**src/rtl/core_pkg.sv**
```systemverilog
// core_pkg: shared definitions for the 8085 control unit.
//   - enable-vector bit indices (IENB_*) driven towards the register/ALU block
//   - instruction-info field positions (INST_*) of the decoded chk_i word
//   - T-state encoding and bus status codes
//   - next_mcyc(): picks the next post-fetch machine cycle from the cycle mask
package core_pkg;

   localparam int IENBSIZE = 7;
   localparam int INSTSIZE = 17;
   localparam int CYCBITS  = 4;

   // ienb bit positions
   localparam int IENB_RRD = 0;
   localparam int IENB_RWR = 1;
   localparam int IENB_COD = 2;
   localparam int IENB_DAT = 3;
   localparam int IENB_PC  = 4;
   localparam int IENB_PD  = 5;
   localparam int IENB_NXT = 6;

   // chk_i field positions
   localparam int INST_GO6    = 0;
   localparam int INST_DAD    = 1;
   localparam int INST_HLT    = 2;
   localparam int INST_DIO    = 3;
   localparam int INST_CYC_LO = 4;
   localparam int INST_RW_LO  = 8;
   localparam int INST_CD_LO  = 12;
   localparam int INST_CCC    = 16;

   typedef enum logic [2:0] {
      TS_T1   = 3'd0,
      TS_T2   = 3'd1,
      TS_TW   = 3'd2,
      TS_T3   = 3'd3,
      TS_T4   = 3'd4,
      TS_T5   = 3'd5,
      TS_T6   = 3'd6,
      TS_THLT = 3'd7
   } tstate_e;

   // s1s0 status codes
   localparam logic [1:0] ST_FETCH = 2'b11;
   localparam logic [1:0] ST_READ  = 2'b10;
   localparam logic [1:0] ST_WRITE = 2'b01;
   localparam logic [1:0] ST_HALT  = 2'b00;

   // Mask bit j stands for machine cycle j+1 (M2 is mcyc 1). Returns the
   // lowest pending cycle strictly after cur, or 0 (back to M1) if none.
   function automatic logic [2:0] next_mcyc(input logic [CYCBITS-1:0] mask,
                                            input logic [2:0]         cur);
      logic [CYCBITS-1:0] above;
      logic [2:0]         r;
      above = mask & (4'b1111 << cur);
      casez (above)
         4'b???1: r = 3'd1;
         4'b??10: r = 3'd2;
         4'b?100: r = 3'd3;
         4'b1000: r = 3'd4;
         default: r = 3'd0;
      endcase
      return r;
   endfunction

endpackage

```
**src/rtl/core_tstate.sv**
```systemverilog
// core_tstate: T-state register of the 8085 sequencer.
// Ports:
//   clk, rst_   clock and asynchronous active-low reset (reset state is T1)
//   ready       memory/IO ready, sampled in T2/TW
//   in_m1       current machine cycle is the opcode fetch (has T4..T6)
//   go6         instruction needs the idle T5/T6 states (looked at in T4)
//   halt_next   the cycle ending now is the last one and HLT was decoded
//   state       current T-state
module core_tstate
   import core_pkg::*;
(
   input  logic    clk,
   input  logic    rst_,
   input  logic    ready,
   input  logic    in_m1,
   input  logic    go6,
   input  logic    halt_next,
   output tstate_e state
);

   tstate_e state_d;

   always_ff @(posedge clk or negedge rst_) begin
      if (!rst_) state <= TS_T1;
      else       state <= state_d;
   end

   // End of a machine cycle lands in T1 of the next one, or in THLT.
   always_comb begin
      state_d = state;
      case (state)
         TS_T1:   state_d = TS_T2;
         TS_T2:   state_d = ready ? TS_T3 : TS_TW;
         TS_TW:   state_d = ready ? TS_T3 : TS_TW;
         TS_T3:   state_d = in_m1 ? TS_T4 : (halt_next ? TS_THLT : TS_T1);
         TS_T4:   state_d = go6 ? TS_T5 : (halt_next ? TS_THLT : TS_T1);
         TS_T5:   state_d = TS_T6;
         TS_T6:   state_d = halt_next ? TS_THLT : TS_T1;
         TS_THLT: state_d = TS_THLT;
         default: state_d = TS_T1;
      endcase
   end

endmodule

```
**src/rtl/core_ctrl.sv**
```systemverilog
// core_ctrl: machine-cycle sequencer / control unit of the 8085 core.
// Ports:
//   clk, rst_   clock and asynchronous active-low reset
//   chk_i       decoded instruction info (valid from M1 T4 onward)
//   i_cnd       instruction is conditional (Jccc/Cccc/Rccc)
//   ready       memory/IO ready
//   ienb        per-T-state enable pulses to the register/ALU block
//   ale, rd_, wr_, iom, s1s0, hlta   external bus strobes and status
//   mcyc        current machine cycle, 0 = M1 .. 4 = M5 (debug)
// Outputs are decoded from registered state, mcyc and the latched cycle
// mask only; ready reaches nothing but the next-state logic.
module core_ctrl
   import core_pkg::*;
(
   input  logic                clk,
   input  logic                rst_,
   input  logic [INSTSIZE-1:0] chk_i,
   input  logic                i_cnd,
   input  logic                ready,
   output logic [IENBSIZE-1:0] ienb,
   output logic                ale,
   output logic                rd_,
   output logic                wr_,
   output logic                iom,
   output logic [1:0]          s1s0,
   output logic                hlta,
   output logic [2:0]          mcyc
);

   tstate_e            state;
   logic [CYCBITS-1:0] mask;
   logic               hlt_q;

   logic [CYCBITS-1:0] cyc_f, rw_f, cd_f, new_mask, eff_mask;
   logic               in_m1, at_t4, eff_halt, cyc_end, halt_next;
   logic [2:0]         nxt;
   logic [1:0]         k;
   logic               rw_k, cd_k, strobe;
   logic               unused_ok;

   assign unused_ok = chk_i[INST_DAD];

   assign cyc_f = chk_i[INST_CYC_LO +: CYCBITS];
   assign rw_f  = chk_i[INST_RW_LO  +: CYCBITS];
   assign cd_f  = chk_i[INST_CD_LO  +: CYCBITS];

   assign in_m1 = (mcyc == 3'd0);
   assign at_t4 = (state == TS_T4);

   // A failed condition keeps only M2 (the Rccc-style extra); Jccc sets CCC
   // so its operand fetches still run.
   always_comb begin
      new_mask = cyc_f;
      if (i_cnd && !chk_i[INST_CCC]) new_mask = cyc_f & 4'b0001;
   end

   // The mask and halt flag are latched on the T4 edge, so the T4 decision
   // has to look at the values being latched rather than the old ones.
   assign eff_mask  = at_t4 ? new_mask : mask;
   assign eff_halt  = at_t4 ? chk_i[INST_HLT] : hlt_q;
   assign nxt       = next_mcyc(eff_mask, mcyc);
   assign halt_next = eff_halt && (nxt == 3'd0);
   assign cyc_end   = ((state == TS_T3) && !in_m1) ||
                      (at_t4 && !chk_i[INST_GO6]) ||
                      (state == TS_T6);

   core_tstate u_tstate (
      .clk       (clk),
      .rst_      (rst_),
      .ready     (ready),
      .in_m1     (in_m1),
      .go6       (chk_i[INST_GO6]),
      .halt_next (halt_next),
      .state     (state)
   );

   always_ff @(posedge clk or negedge rst_) begin
      if (!rst_) begin
         mcyc  <= 3'd0;
         mask  <= '0;
         hlt_q <= 1'b0;
      end else begin
         if (at_t4) begin
            mask  <= new_mask;
            hlt_q <= chk_i[INST_HLT];
         end
         if (cyc_end) mcyc <= nxt;
      end
   end

   // k indexes the RW/CD fields: M2 -> 0 .. M5 -> 3
   assign k      = 2'(mcyc - 3'd1);
   assign rw_k   = rw_f[k];
   assign cd_k   = cd_f[k];
   assign strobe = (state == TS_T2) || (state == TS_TW) || (state == TS_T3);

   always_comb begin
      ale  = 1'b0;
      rd_  = 1'b1;
      wr_  = 1'b1;
      iom  = 1'b0;
      s1s0 = ST_FETCH;
      hlta = 1'b0;
      ienb = '0;
      if (state == TS_THLT) begin
         s1s0 = ST_HALT;
         hlta = 1'b1;
      end else if (in_m1) begin
         ale = (state == TS_T1);
         rd_ = !strobe;
         if (state == TS_T3) begin
            ienb[IENB_COD] = 1'b1;
            ienb[IENB_PC]  = 1'b1;
         end
         if (at_t4 && (cyc_f == 4'd0)) begin
            ienb[IENB_RRD] = 1'b1;
            ienb[IENB_RWR] = 1'b1;
         end
      end else begin
         ale            = (state == TS_T1);
         s1s0           = rw_k ? ST_WRITE : ST_READ;
         iom            = chk_i[INST_DIO] && (mcyc == 3'd2);
         ienb[IENB_PD]  = cd_k;
         ienb[IENB_NXT] = ~k[0];
         if (strobe) begin
            if (rw_k) begin
               wr_            = 1'b0;
               ienb[IENB_RRD] = 1'b1;
            end else begin
               rd_ = 1'b0;
            end
         end
         if (state == TS_T3) begin
            if (rw_k) begin
               ienb[IENB_DAT] = cd_k;
            end else begin
               ienb[IENB_RWR] = 1'b1;
               ienb[IENB_PC]  = !cd_k;
            end
         end
      end
   end

endmodule

```
**config.mk**
```make
export PLATFORM = sky130hd
export DESIGN_NAME = core_ctrl
export DESIGN_NICKNAME = d
export VERILOG_FILES = /design/src/rtl/core_pkg.sv /design/src/rtl/core_tstate.sv /design/src/rtl/core_ctrl.sv
export SDC_FILE = /design/constraint.sdc
export NUM_CORES = 1
export LEC_CHECK = 0
export CAP_MARGIN = 30
export CORE_UTILIZATION = 43
export CTS_BUF_LIST = sky130_fd_sc_hd__clkbuf_4 sky130_fd_sc_hd__clkbuf_8
export DETAILED_ROUTE_END_ITERATION = 10
export PLACE_DENSITY = 0.81
export SYNTH_ARGS = -nofsm -noshare
export SYNTH_HDL_FRONTEND = slang
export SYNTH_SLANG_ARGS = --single-unit
```
**constraint.sdc**
```tcl
create_clock -name clk -period 2.62 [get_ports clk]
set_clock_uncertainty 0.1 [all_clocks]
set_input_delay 0.393 -clock clk [delete_from_list [all_inputs] [get_ports clk]]
set_output_delay 0.393 -clock clk [all_outputs]
set_load 0.03 [all_outputs]
```
==> results.yml <==
clock_tree:
  clock_sinks: 11
  holdBufCountCts: 0
  clk_path_buf_depth: 2
  cts_tree: "done"
  cts_buffers: 3
  htreeDepth: 1
  cts.clk_slew.worst_paths_ns: 0.08
  clk_latency_ns: 0.28
  root_buffer: "clkbuf_4"
critical_path:
  crit_fanout: 4
  crit_type: "flop to output port"
  critPathCaptureType: "output port"
  worstPathArrival_ns: 2.06
  start_kind: "flop"
  slowest_delay_ns: 0.39
  crit_chain: "inv_1, ha_1, mux4_2, and2_1, and3_1, clkdlybuf4s15_2"
  crit_path_top_delay_cell: "dfrtp_1"
  cp.required_ns: 2.13
pwr:
  cellLeakagePower_nw: 0.630
  power.density_mw_per_mm2: 1360
  report.power.total_mw: 1.87
  peakVddDrop_mv: 0.926
route:
  avgViaCountPerCell: 5.45
  first_iter_violations: 15
  ant_nets: 0
  drtPass1Iterations: 4
  remaining_drc_errors: 0
  finalWirelength_um: 2470
  post_drt_wl_per_cell_um: 13.3
  vias: 1009
synth:
  syn_nets: 135
  synth_seq_cells: 11
  netlist.area_leader.share: 0.307
  ys_types: 33
  netlist_area_um2: 896
  synth_edf_count: 0
  yosys_warnings: 0
  synth_ff_type: "dfrtp_1"
  synth_commonest_cells: "18 x nand2_1, 11 x dfrtp_1, 11 x nor2_1"
  netlist_top_cells_area: "dfrtp_1 31%, nand2_1 7.5%, mux4_2 5.0%"
  postSynthAreaPerCell_um2: 8.07
  yosys.cell_count.top_type: "nand2_1"
  ys_seq_area_frac: 0.307
  yosysTopAreaCell: "dfrtp_1"
  synth_cells: 111
  async_flop_share: 1.00
die:
  start_util: 0.457
  die-area_mm2: 0.00227
  die_h_um: 47.6
  rows: 16
  die_w_um: 47.6
  coreArea_mm2: 0.00196
  pin_count: 38
global_routing:
  grt_pass1_vias: 927
  track_usage: 0.237
  grt_overflow: 0
  grt_max_degree: 14
  antenna_found_initial: 0
  grt_pass1_wl_um: 3730
final_layout:
  nNetsFinal: 183
  fillerInstances: 184
  antenna_cells: 0
  fin_cells: 185
  fin_util: 0.700
  drive_gt1_frac: 0.209
  area_delta_synth_final_pct: 53.4
  final_area_mm2: 0.00137
place:
  placed_cell_area_mm2: 0.00135
  dp.cells: 180
  dpl_worst_slack_ns: -0.153
  hpwlAfterDp_um: 1990
  gp_congestion: 0.859
  io_buffers: 36
sta:
  max_freq_mhz: 392
  period_minus_slack_ns: 2.55
  tightest_slew_ns: 0.505
  setup_tns_ns: 0
  layout_setup_ws_ns: 0.0667
  setup_violations: 0
  relSlewSlack: 0.662
  rsz0062_at_grt: "false"
  min_period_over_period: 0.975
  holdWs_ns: 0.344
  finalHoldViolCount: 0
  drv_slew: 0
run_status:
  status: "finished clean"
flow_run:
  maxCapViolCount: 0
worst_hold_path:
  hold_path.class: "primary input to async pin"
cells in the final DEF (no fill, tap or decap), types with 6 or more instances in the layout:
cell | synthesis | final
buf_4 | 0 | 18
nand2_1 | 18 | 18
clkdlybuf4s50_1 | 0 | 25
nor2_1 | 11 | 11
a21oi_1 | 7 | 7
dfrtp_1 | 11 | 11
nand2b_1 | 6 | 6
metal layers:
layer | vias up | share of wire | GRT usage | routed length [µm]
li1 | 492 | - | - | -
met1 | 472 | 0.42 | 0.283 | 1040
met2 | 40 | 0.50 | 0.414 | 1240
met3 | 5 | 0.061 | 0.0377 | 150
met4 | 0 | 0.015 | 0.117 | 38
met5 | - | 0 | 0 | 0
what timing repair did:
action,4_1_cts,5_1_grt
resized for setup,8,4
hold endpoints to repair,0,0
buffers inserted,0,1
setup endpoints to repair,6,3
critical path, delay by kind of cell (launching register included):
family / cells / cell delay, ns
buf+inv: 2 / 0.35
flops: 1 / 0.39
fa+ha+maj: 1 / 0.32
simple gates: 2 / 0.40
mux: 1 / 0.32
final cells by class:
cell class / instances / area [µm²] / area share
Multi-Input combinational cell: 89 / 583 / 0.424
Clock buffer: 4 / 30.0 / 0.0219
Sequential cell: 11 / 275 / 0.200
Inverter: 5 / 18.8 / 0.0137
Timing Repair Buffer: 49 / 433 / 0.315
Tap cell: 27 / 33.8 / 0.0246
report_power, final:
part           total [mW]  internal, mW  switching (mW)
clock               0.136        0.0695          0.0666
combinational        1.40         0.593           0.807
sequential          0.336         0.251          0.0845
logic make-up (layout without fill, tap and decap cells):
family	after synthesis	in the layout	share of synthesized area
flops	11	11	0.307
mux	3	3	0.0614
buf+inv	11	58	0.0503
fa+ha+maj	3	3	0.0419
compound gates	26	26	0.209
simple gates	57	57	0.330
worst paths after layout:
check / slack (ns) / cells after the start / end / startpoint
min in group clk: 0.38 / 2 / hlt_q / hlt_q
max in group asynchronous: 1.74 / 1 / mcyc[2] / rst_
hold reg to reg: 0.38 / 2 / hlt_q / hlt_q
setup reg to reg: 0.57 / 8 / mcyc[2] / mcyc[0]
hold / removal: 0.34 / 1 / mask[0] / rst_
setup / recovery: 0.07 / 6 / ienb[3] / mcyc[0]
state kept, by name, indices dropped and copies added, names as in the netlist:
register,flops
mask,4
mcyc,3
u_tstate.state,3
hlt_q,1
Note: power is estimated with default switching activity, not from simulation.
